## config.mk

```make
export PLATFORM = sky130hd
export DESIGN_NAME = dtree_seq_ctrl
export DESIGN_NICKNAME = d
export VERILOG_FILES = /design/src/rtl/dtree_seq_ctrl.sv
export SDC_FILE = /design/constraint.sdc
export NUM_CORES = 1
export LEC_CHECK = 0
export CELL_PAD_IN_SITES_DETAIL_PLACEMENT = 0
export CELL_PAD_IN_SITES_GLOBAL_PLACEMENT = 1
export CORE_ASPECT_RATIO = 1.25
export CORE_UTILIZATION = 39
export CTS_CLUSTER_DIAMETER = 40
export DETAILED_ROUTE_END_ITERATION = 10
export MAX_ROUTING_LAYER = met4
export PLACE_DENSITY = 0.9
export SYNTH_ARGS = -nofsm -noshare
export SYNTH_HDL_FRONTEND = slang
export SYNTH_SLANG_ARGS = --single-unit
```

## constraint.sdc

```tcl
create_clock -name clk -period 3.5 [get_ports clk]
set_input_delay 0.7 -clock clk [delete_from_list [all_inputs] [get_ports clk]]
set_output_delay 0.7 -clock clk [all_outputs]
set_load 0.01 [all_outputs]
```

## src/rtl/dtree_seq_ctrl.sv

```systemverilog
// Loads one frame of NUM_FEAT features for an external combinational tree and captures its class once settled.
// out_valid rises SETTLE+1 edges after the final accepted byte; no new bytes are taken until the result is handed off.
module dtree_seq_ctrl #(
    parameter int NUM_FEAT = 45,
    parameter int FEAT_W   = 8,
    parameter int CLASS_W  = 5,
    parameter int SETTLE   = 4
) (
    input  logic                       clk,
    input  logic                       rst,
    input  logic                       in_valid,
    output logic                       in_ready,
    input  logic [FEAT_W-1:0]          in_data,
    input  logic                       in_last,
    output logic [NUM_FEAT*FEAT_W-1:0] feat_bus,
    input  logic [CLASS_W-1:0]         tree_class,
    output logic                       out_valid,
    input  logic                       out_ready,
    output logic [CLASS_W-1:0]         out_class,
    output logic                       out_err,
    output logic [15:0]                frame_cnt
);

    localparam int IDX_W = (NUM_FEAT > 1) ? $clog2(NUM_FEAT) : 1;
    localparam int BUS_W = NUM_FEAT * FEAT_W;
    localparam logic [IDX_W-1:0] LAST_IDX  = IDX_W'(NUM_FEAT - 1);
    localparam logic [7:0]       SETTLE_LD = 8'(SETTLE);

    typedef enum logic [1:0] {
        ST_LOAD   = 2'd0,
        ST_SETTLE = 2'd1,
        ST_OUT    = 2'd2
    } state_t;

    state_t             state_q, state_d;
    logic [IDX_W-1:0]   idx_q, idx_d;
    logic [7:0]         cnt_q, cnt_d;
    logic [BUS_W-1:0]   feat_q, feat_d;
    logic               err_q, err_d;
    logic [CLASS_W-1:0] out_class_q, out_class_d;
    logic               out_err_q, out_err_d;
    logic [15:0]        frame_cnt_q, frame_cnt_d;
    logic               frame_end;
    logic               at_last_idx;

    always_comb begin
        state_d     = state_q;
        idx_d       = idx_q;
        cnt_d       = cnt_q;
        feat_d      = feat_q;
        err_d       = err_q;
        out_class_d = out_class_q;
        out_err_d   = out_err_q;
        frame_cnt_d = frame_cnt_q;
        at_last_idx = (idx_q == LAST_IDX);
        frame_end   = 1'b0;

        case (state_q)
            ST_LOAD: begin
                if (in_valid) begin
                    // An early in_last zeroes every feature above the current slot.
                    for (int i = 0; i < NUM_FEAT; i++) begin
                        if (IDX_W'(i) == idx_q) begin
                            feat_d[i*FEAT_W +: FEAT_W] = in_data;
                        end else if (in_last && (IDX_W'(i) > idx_q)) begin
                            feat_d[i*FEAT_W +: FEAT_W] = '0;
                        end
                    end
                    frame_end = in_last || at_last_idx;
                    if (frame_end) begin
                        err_d   = !(in_last && at_last_idx);
                        idx_d   = '0;
                        cnt_d   = SETTLE_LD;
                        state_d = ST_SETTLE;
                    end else begin
                        idx_d = idx_q + IDX_W'(1);
                    end
                end
            end
            ST_SETTLE: begin
                if (cnt_q == 8'd0) begin
                    out_class_d = tree_class;
                    out_err_d   = err_q;
                    state_d     = ST_OUT;
                end else begin
                    cnt_d = cnt_q - 8'd1;
                end
            end
            ST_OUT: begin
                if (out_ready) begin
                    if (frame_cnt_q != 16'hFFFF) begin
                        frame_cnt_d = frame_cnt_q + 16'd1;
                    end
                    state_d = ST_LOAD;
                end
            end
            default: begin
                state_d = ST_LOAD;
            end
        endcase
    end

    always_ff @(posedge clk) begin
        if (rst) begin
            state_q     <= ST_LOAD;
            idx_q       <= '0;
            cnt_q       <= '0;
            feat_q      <= '0;
            err_q       <= 1'b0;
            out_class_q <= '0;
            out_err_q   <= 1'b0;
            frame_cnt_q <= '0;
        end else begin
            state_q     <= state_d;
            idx_q       <= idx_d;
            cnt_q       <= cnt_d;
            feat_q      <= feat_d;
            err_q       <= err_d;
            out_class_q <= out_class_d;
            out_err_q   <= out_err_d;
            frame_cnt_q <= frame_cnt_d;
        end
    end

    assign in_ready  = (state_q == ST_LOAD);
    assign out_valid = (state_q == ST_OUT);
    assign feat_bus  = feat_q;
    assign out_class = out_class_q;
    assign out_err   = out_err_q;
    assign frame_cnt = frame_cnt_q;

endmodule

```

==> flow_summary.toml <==
[sta]
finalSetupViolations = 0
finalMaxSlewViolations = 0
max_clock_freq_ghz = 0.342
timing.max_slew.rel_slack = 0.322
layout_min_cycle_time_ps = 2920
post-route-period-util = 0.835
total_negative_slack_ps = 0
tightestPinTransition_ps = 1010
clock-skew-final_ps = 17.8
rsz0062_at_grt = "no"
worst_slack_ps = 576
hold_viol = 0

[die]
die_height_um = 220
core_region_area_um2 = 37500
die_x_um = 177
row_count = 79
ios = 402
die_area_um2 = 39000
initial_utilization = 0.397

[run]
cap_viol_max_count = 0

[yosys]
post_synth_inst_count = 1589
syn-num-nets = 1614
ys_async_sr_fraction = 0
synth_sequential_area_ratio = 0.537
dominantRegCellSynth = "sky130_fd_sc_hd__dfxtp_1"
postSynthRegisterBits = 399
synthesis.area_um2 = 14900
yosysWarningCount = 0
syn_area_per_cell_um2 = 9.37
yosysUniqueCellTypes = 70
synth_edf_count = 0

[worst_setup_path]
arrival_ps = 3350
critPathMaxFanout = 18
cpPeakStageDelay_ps = 840
timing.critical_path.mode_cell = "sky130_fd_sc_hd__nor2_1"
r2r-end = "feat_bus[351]"
worst_setup_path_start_kind = "flip-flop"
r2r_setup_slack_ps = 580
worst_path_max_delay_cell = "sky130_fd_sc_hd__dfxtp_1"
cell_chain_of_the_critical_path = "nand4bb_1 > nor2_1 > o21ai_1 > a32oi_1 > nor2_1"
timing.critical_path.max_delay_family = "simple AND/OR/NAND/NOR gates"
reg2regPathDepth = 5
critical_r2r_launch = "idx_q[5]"
setup.worst_path.class = "reg2reg"
worst_ep_required_time_ps = 3920
capturing_element_type_of_the_critical_path = "flip-flop"
worst-path-buf-inv = 0

[clock_tree]
cts-buffers-inserted = 48
setup_buffers_after_cts = 0
htree_levels = 2
postCtsResizedCells = 0
cts_root_buffer = "sky130_fd_sc_hd__clkbuf_16"
clkTransAtPathRegs_ps = 60
hold_buffers = 0
clock_sink_count = 399
cts_tree = "yes"
clkLatencyLatePin_ps = 570
clk_path_buf_depth = 3

[grt]
grt_antenna_before_repair = 1
grt_pass1_vias = 13415
groute.usage.overall = 0.277
grt_first_pass_wirelength_mm = 80.9
grt.overflow.total = 0
grt_max_degree = 128

[final_layout]
fillers = 3204
layout.cells.most_common = "sky130_fd_sc_hd__dfxtp_1"
final_nets = 1995
highest_count_cells_in_the_layout_ignoring_fill_and_taps = "sky130_fd_sc_hd__dfxtp_1 (399), sky130_fd_sc_hd__clkdlybuf4s50_1 (395), sky130_fd_sc_hd__nor2_1 (163), sky130_fd_sc_hd__a21oi_1 (139), sky130_fd_sc_hd__nand2_1 (136)"
layout-area-overhead-vs-synth_pct = 41.2
fraction_of_layout_instances_using_a_drive_strength_above_1 = 0.0882

[power_and_ir_drop]
irDropWorstVdd_mv = 0.380
power.static_leakage_nw = 7.28
power_density_nw_per_um2 = 493

[routing]
ant_nets_after_route = 0
routed-via-count = 14126
dr.first_iter.drc_count = 1328
drt_first_pass_iters = 5
drt-vias-per-instance = 5.66
totalWireLength_mm = 54.0
post_detailed_route_wirelength_per_cell_um = 21.6
drc = 0

[worst_hold_path]
min_delay_path_depth = 2
timing.hold.worst.start = "feat_bus[72]"
min-delay-path-class = "reg2reg"
min_delay_worst_endpoint = "feat_bus[72]"

[placement]
dp_slack_ps = 411
buffers_on_ports = 401
gpl.final_weighted_congestion = 0.911
dp_hpwl_mm = 37.7

[outcome]
outcome = "finished, final reports clean"
## cells by family (layout without fill, tap and decap cells)
family	Yosys count	count (layout)	synth area share
compound gates	463	463	0.216
xor+xnor	15	15	0.00882
mux	7	7	0.00471
other cells	0	1	0
buf+inv	137	555	0.0388
flops	399	399	0.537
fa+ha+maj	7	7	0.00588
simple gates	561	561	0.190
## worst reg2reg max path, delay by kind of cell (launching register included)
| kind | cells | cell delay (ps) |
|---|---|---|
| AOI/OAI and AO/OA | 2 | 670 |
| DFF | 1 | 840 |
| and+or+nand+nor | 3 | 1280 |
## registers in the layout, indices dropped and copies added (netlist names)
signal and cells:
feat_bus 360, err_q 1, idx_q 6, frame_cnt 16, cnt_q 8, out_err 1
out_class 5, state_q 2
## where the power goes
group	switching [W]	internal, W	total (W)
registers	0.0000371	0.00458	0.00461
logic	0.000515	0.000194	0.000710
clock network	0.00206	0.00297	0.00503
## how the worst max path moves through the flow
stage / slack, ps / to / from / cells after the start
6_report: 580 / feat_bus[351] / idx_q[5] / 5
5_1_grt: 460 / feat_bus[239] / idx_q[3] / 5
4_1_cts: 680 / feat_bus[192] / idx_q[1] / 7
3_5_place_dp: 410 / feat_bus[81] / in_last / 7
3_3_place_gp: 470 / feat_bus[81] / in_last / 7
2_1_floorplan: 1280 / feat_bus[224] / idx_q[1] / 8
## synthesized netlist by cell type (all sizes together) (10+ instances only)
library cell  count  share of area
nand3b           17         0.0086
xnor2            10         0.0059
clkbuf           86          0.022
nor2b            14         0.0059
a22o            112          0.066
nand2           136          0.034
dfxtp           399           0.54
nand2b           26          0.011
nand3           106          0.036
nand4            21         0.0088
a21oi           141          0.048
inv              16         0.0040
nor2            163          0.041
a22oi            96          0.048
o21ai            47          0.016
nor3             20          0.011
and3             12         0.0050
buf              34          0.013
## per-stage QoR
step | utilization | hold WS, ps | cell area [µm²] | std cells | total power [W]
finish | 0.561 | 449 | 21000 | 2494 | 0.0104
global route | 0.561 | 469 | 21000 | 2494 | 0.0107
CTS | 0.561 | 441 | 21000 | 2493 | 0.0104
detailed placement | 0.517 | 443 | 19400 | 2406 | 0.00541
global placement | 0.517 | 437 | 19400 | 2406 | 0.00540
floorplan | - | 445 | 14900 | 1589 | 0.00514
## area by class of cell
| type | count | area [µm²] | area share |
|---|---|---|---|
| inverters | 17 | 63.8 | 0.00304 |
| repair buffers | 451 | 4390 | 0.209 |
| well taps | 486 | 608 | 0.0289 |
| clock inverters | 29 | 315 | 0.0150 |
| diodes | 1 | 2.50 | 0.000119 |
| flip-flops and latches | 399 | 7990 | 0.380 |
| multi-input cells | 1053 | 6330 | 0.301 |
| clock buffers | 58 | 1320 | 0.0628 |
## per-layer routing
layer | GRT usage | wire (µm)
met5 | - | 0
met2 | 0.444 | 25400
met1 | 0.324 | 21200
met4 | 0.140 | 2730
met3 | 0.0639 | 4630
No activity file was read; power rests on OpenSTA's default activity.
==> RTL change 1 (same settings) <==
Reset style: asynchronous (`rst`), changed in one clocked block.
--- a/src/rtl/dtree_seq_ctrl.sv
+++ b/src/rtl/dtree_seq_ctrl.sv
@@ -102,3 +102,3 @@
 
-    always_ff @(posedge clk) begin
+    always_ff @(posedge clk or posedge rst) begin
         if (rst) begin
Function: differs if rst is asserted again (counterexample within 4 cycles, from zero or initial values and one cycle with rst high); with rst held inactive, the same outputs for 4 cycles.
==> RTL change 1 against the original RTL <==
Count of clock-buffer cells in the layout up 8; final area up 8.7%; via count down 5.5%; routed wire length up 4.4%; synthesized area up 10%; critical path type unchanged; synthesized cell count down 13%; sequential cell count unchanged; worst setup slack better by 6.0 ps; global-route usage down 0.70 points; non-clock buffer count up 12; critical path depth unchanged; highest routed layer unchanged; maximum frequency up 0.21%.
Power is not compared: it rests on default switching activity, and its combinational part moved more than twofold at a synthesized area within 25%.
==> RTL change 1: results (changes against the original RTL) <==
[synth]
synthesis.nets = 1409  ; was 1614
synth-adder-area-share_pct = 0.534  ; was 0.588%
synth_compound_gate_area_share_pct = 19.3  ; was 21.6%
synth_sequential_area_ratio_pct = 60.9  ; was 53.7%
area_share_of_xor_xnor_cells_in_the_synthesized_design_pct = 0.961  ; was 0.882%
post_synth_most_frequent_cells = sky130_fd_sc_hd__dfrtp_1 (399), sky130_fd_sc_hd__a22o_1 (256), sky130_fd_sc_hd__nand2_1 (141)  ; was sky130_fd_sc_hd__dfxtp_1 (399), sky130_fd_sc_hd__nor2_1 (163), sky130_fd_sc_hd__a21oi_1 (139)
yosys-mux-area-fraction_pct = 3.65  ; was 0.471%
synth_top_cells_by_area = sky130_fd_sc_hd__dfrtp_1 (61%), sky130_fd_sc_hd__a22o_1 (14%), sky130_fd_sc_hd__nand2_1 (3.2%), sky130_fd_sc_hd__mux2i_1 (2.6%), sky130_fd_sc_hd__o21ai_0 (1.9%)  ; was sky130_fd_sc_hd__dfxtp_1 (54%), sky130_fd_sc_hd__a22o_1 (6.6%), sky130_fd_sc_hd__a22oi_1 (4.8%), sky130_fd_sc_hd__a21oi_1 (4.7%), sky130_fd_sc_hd__nor2_1 (4.1%)
yosysUniqueCellTypes = 71  ; was 70

[clock_network]
tritoncts.num_buffers = 47  ; was 48

[grt]
grt_start_max_net_pins = 104  ; was 128
grt_pass1_wl_um = 84500  ; was 80900 µm
vias_in_the_first_global_route = 13364  ; was 13415
global_route.usage.total_pct = 27.0  ; was 27.7%

[placement]
placed_cells = 2302  ; was 2406
dpl.hpwl_um = 38700  ; was 37700 µm
gp_congestion = 0.907  ; was 0.911
dp_worst_setup_slack_ps = 272  ; was 411 ps
postPlaceCellArea_um2 = 21200  ; was 19400 µm²

[routing]
dr.first_iter.drc_count = 1044  ; was 1328

[power_and_ir_drop]
worst_ir_drop_vdd_mv = 0.361

[status]
outcome = finished clean  ; unchanged

[setup_path]
timing.rr.start = idx_q[5]$_DFFE_PP0P_  ; was idx_q[5]$_SDFFE_PP0P_
worstPathMaxFanout = 19  ; was 18

[finish]
drive_gt1_share_pct = 10.6  ; was 8.82%
instances_no_fill = 2386  ; was 2494
finish.net_count = 1824  ; was 1995

[timing]
minimum_period_implied_by_the_final_worst_setup_slack_ps = 2920  ; about the same

## RTL change 1: cell count changes in the layout (fill, tap and decap cells not counted), moves of 15 or more
cell,before,now
sky130_fd_sc_hd__o21ai_0,32,62
sky130_fd_sc_hd__a21oi_1,139,14
sky130_fd_sc_hd__mux2_2,0,15
sky130_fd_sc_hd__dfrtp_1,0,399
sky130_fd_sc_hd__nand3_1,105,36
sky130_fd_sc_hd__a22o_1,112,256
sky130_fd_sc_hd__a22oi_1,96,0
sky130_fd_sc_hd__inv_1,16,65
sky130_fd_sc_hd__mux2i_1,7,43
sky130_fd_sc_hd__dfxtp_1,399,0
sky130_fd_sc_hd__nand2b_1,26,9
sky130_fd_sc_hd__nor2_1,163,51
## RTL change 1: how the worst min path moves through the flow
stage	from	to	slack (ps)	cells past startpoint
3_5_place_dp	feat_bus[171]$_DFFE_PP0P_	feat_bus[171]$_DFFE_PP0P_	480	1
4_1_cts	frame_cnt[7]$_DFFE_PP0P_	frame_cnt[7]$_DFFE_PP0P_	490	1
2_1_floorplan	err_q$_DFFE_PP0P_	out_err$_DFFE_PP0P_	480	1
5_1_grt	feat_bus[320]$_DFFE_PP0P_	feat_bus[320]$_DFFE_PP0P_	510	1
6_report	frame_cnt[7]$_DFFE_PP0P_	frame_cnt[7]$_DFFE_PP0P_	490	1
3_3_place_gp	frame_cnt[7]$_DFFE_PP0P_	frame_cnt[7]$_DFFE_PP0P_	480	1
## RTL change 1: final cells by class
type                            count  area (µm²)
Timing Repair Buffer              463        4540
Clock inverter                     17         204
Antenna cell                        1        2.50
Multi-Input combinational cell    821        5770
Fill cell                        3414       18400
Tap cell                          552         691
Sequential cell                   399        9980
Clock buffer                       66        1400
Inverter                           67         255
## RTL change 1: metrics by stage
| stage | total power, mW | utilization [%] |
|---|---|---|
| after floorplan | 6.84 | - |
| after global placement | 8.20 | 51.5 |
| after detailed placement | 8.27 | 51.5 |
| after CTS | 13.3 | 55.4 |
| after global routing | 13.7 | 55.4 |
| final | 13.2 | 55.4 |
## RTL change 1: per-layer routing
| layer | wire length, µm | part of all wire (%) | global-route usage (%) | vias to the layer above |
|---|---|---|---|---|
| met5 | 0 | 0 | - | - |
| met4 | 2230 | 4.0 | 10.8 | 0 |
| met3 | 3580 | 6.4 | 4.67 | 133 |
| met2 | 27300 | 49 | 42.9 | 557 |
| met1 | 23200 | 41 | 34.1 | 6810 |
| li1 | - | - | - | 5843 |
## RTL change 1: critical path, stage by stage, from the launching register on
cell and delay [ps]:
sky130_fd_sc_hd__dfrtp_1 620, sky130_fd_sc_hd__buf_4 290, sky130_fd_sc_hd__or4b_1 740, sky130_fd_sc_hd__nor2_2 460, sky130_fd_sc_hd__o22ai_1 390, sky130_fd_sc_hd__a22o_1 300
==> RTL change 2 (config.mk and constraints unchanged) <==
Without the edit above. Set the parameter `NUM_FEAT` to 90 (it was 45).
--- a/src/rtl/dtree_seq_ctrl.sv
+++ b/src/rtl/dtree_seq_ctrl.sv
@@ -3,3 +3,3 @@
 module dtree_seq_ctrl #(
-    parameter int NUM_FEAT = 45,
+    parameter int NUM_FEAT = 90,
     parameter int FEAT_W   = 8,
Ports: changed (resized feat_bus); port bits go from 402 to 762. No check against the original RTL was run, so the function may have changed too.
==> RTL change 2 against the original RTL <==
Final area rose by 90%; routed wire length increased by 130%; sequential cell count rose by 361; worst setup slack worse by 210 ps; synthesized area up 87%; utilization rose by 0.53 points; sequential share of layout area barely moved; die area up 86%; sequential power grew 89%; power grew 88%; count of clock-buffer cells in the layout is 49 higher; hold slack better by 1.7 ps.
==> RTL change 2: results (changes against the original RTL) <==
[clock_network]
post_cts_resize_count = 0  ; unchanged
worstSkewPairLatency_ps = 660  ; was 570 ps
number_of_h_tree_branching_levels = 3  ; was 2
clock_tree.root_cell = sky130_fd_sc_hd__clkbuf_16  ; unchanged
clkTransAtPathRegs_ps = 60  ; about the same
max-clock-path-buffers = 3  ; unchanged
tritoncts.num_buffers = 90  ; was 48
cts_setup_buffers = 0  ; unchanged

[finish]
drive_gt1_share_pct = 11.5  ; was 8.82%
largest_register_ff_count = 720  ; was 360
finish.net_count = 3615  ; was 1995
fill_cells = 6245  ; was 3204

[synth]
synth_top_cells_by_area = sky130_fd_sc_hd__dfxtp_1 (55%), sky130_fd_sc_hd__a22o_1 (9.5%), sky130_fd_sc_hd__a22oi_1 (5.3%), sky130_fd_sc_hd__nor2_1 (3.9%), sky130_fd_sc_hd__a21oi_1 (3.2%)  ; was sky130_fd_sc_hd__dfxtp_1 (54%), sky130_fd_sc_hd__a22o_1 (6.6%), sky130_fd_sc_hd__a22oi_1 (4.8%), sky130_fd_sc_hd__a21oi_1 (4.7%), sky130_fd_sc_hd__nor2_1 (4.1%)
synthesis.nets = 2840  ; was 1614
yosysUniqueCellTypes = 87  ; was 70
yosysWarnings = 0  ; unchanged
synth_sequential_area_ratio_pct = 54.7  ; was 53.7%
syn_area_per_cell_um2 = 9.89  ; was 9.37 µm²
post_synth_most_frequent_cells = sky130_fd_sc_hd__dfxtp_1 (760), sky130_fd_sc_hd__a22o_1 (301), sky130_fd_sc_hd__nor2_1 (288)  ; was sky130_fd_sc_hd__dfxtp_1 (399), sky130_fd_sc_hd__nor2_1 (163), sky130_fd_sc_hd__a21oi_1 (139)
ys_async_sr_fraction_pct = 0  ; unchanged

[status]
outcome = finished clean  ; unchanged

[routing]
via_count = 26612  ; was 14126
drtPass1Iterations = 7  ; was 5
dr.first_iter.drc_count = 2491  ; was 1328
drt-vias-per-instance = 5.78  ; was 5.66
routed_wl_um = 122000  ; was 54000 µm

[grt]
global_route.usage.total_pct = 33.2  ; was 27.7%
grt_use_met2_pct = 53.4  ; was 44.4%
fraction_of_met3_tracks_used_by_global_routing_pct = 6.86  ; was 6.39%
vias_in_the_first_global_route = 25230  ; was 13415
grt_pass1_wl_um = 173000  ; was 80900 µm
grt_start_max_net_pins = 153  ; was 128
number_of_antenna_violations_at_the_first_check_in_global_routing = 3  ; was 1
use_met1_pct = 38.9  ; was 32.4%

[hold_path]
hold_class = flop to flop  ; unchanged

[placement]
placement.io_buffers = 761  ; was 401
placed_cells = 4441  ; was 2406
dpl.hpwl_um = 86500  ; was 37700 µm
gp_congestion = 0.978  ; was 0.911
dp_worst_setup_slack_ps = 257  ; was 411 ps
postPlaceCellArea_um2 = 36900  ; was 19400 µm²

[timing]
skew_ps = 30.6  ; was 17.8 ps
worstMarginPinSlew_ps = 1210  ; was 1010 ps

[power_and_ir_drop]
leakage_nw = 14.1  ; was 7.28 nW
worst_ir_drop_vdd_mv = 0.380  ; about the same

[setup_path]
cp_data_arrival_time_ps = 3730  ; was 3350 ps
worstPathMaxFanout = 14  ; was 18

RTL change 2: cell count changes after synthesis, sizes merged, moves of 11 or more:
cell	before	now
buf	34	81
a21oi	141	182
nand2b	26	10
nand2	136	207
o2bb2ai	8	57
nor2	163	313
nand3	106	167
nor3	20	31
dfxtp	399	760
a22o	112	301
a22oi	96	195
o21ai	47	108
clkbuf	86	135
RTL change 2: final timing paths:
path / start / end / slack, ps / cells after the start
worst max register to register: idx_q[1]$_SDFFE_PP0P_ / feat_bus[612]$_SDFFE_PP0P_ / 360 / 7
worst min register to register: feat_bus[618]$_SDFFE_PP0P_ / feat_bus[618]$_SDFFE_PP0P_ / 450 / 2
worst min-delay path: feat_bus[618]$_SDFFE_PP0P_ / feat_bus[618]$_SDFFE_PP0P_ / 450 / 2
worst max-delay path: idx_q[1]$_SDFFE_PP0P_ / feat_bus[612]$_SDFFE_PP0P_ / 360 / 7
RTL change 2: final cells by class:
| type | count | area, µm² | area share [%] |
|---|---|---|---|
| well taps | 943 | 1180 | 2.95 |
| multi-input cells | 1825 | 11700 | 29.2 |
| inverters | 14 | 52.6 | 0.131 |
| clock inverters | 51 | 747 | 1.87 |
| clock buffers | 107 | 2390 | 5.96 |
| diodes | 4 | 10.0 | 0.0250 |
| repair buffers | 899 | 8710 | 21.8 |
| flip-flops and latches | 760 | 15200 | 38.0 |
RTL change 2: routing by layer:
| metal | wire (µm) | part of all wire [%] |
|---|---|---|
| met5 | 0 | 0 |
| met4 | 6740 | 5.5 |
| met3 | 9830 | 8.1 |
| met2 | 57700 | 47 |
| met1 | 47500 | 39 |
RTL change 2: logic make-up (layout without fill, tap and decap cells):
group | count (synthesis) | after routing | share of synthesized area, %
buffers and inverters | 230 | 1071 | 3.59
and+or+nand+nor | 866 | 866 | 15.9
AOI/OAI and AO/OA | 924 | 924 | 24.6
DFF | 760 | 760 | 54.7
other | 0 | 4 | 0
xor gates and xnor gates | 18 | 18 | 0.566
muxes | 10 | 10 | 0.364
adders and majority gates | 7 | 7 | 0.315
RTL change 2: where the power goes:
part	leakage [nW]	switching, mW	internal [mW]	total, mW
sequential	6.12	0.0184	8.67	8.69
clock	1.51	3.91	5.84	9.75
combinational	6.48	0.840	0.236	1.08
total	14.1	4.77	14.7	19.5
RTL change 2: critical path, cell delays in order (launching register included):
cell and delay [ps]:
sky130_fd_sc_hd__dfxtp_1 620, sky130_fd_sc_hd__inv_1 120, sky130_fd_sc_hd__ha_1 410, sky130_fd_sc_hd__mux2i_1 300
sky130_fd_sc_hd__and2_1 340, sky130_fd_sc_hd__nor2_1 90, sky130_fd_sc_hd__nor3_1 920, sky130_fd_sc_hd__a22o_1 280
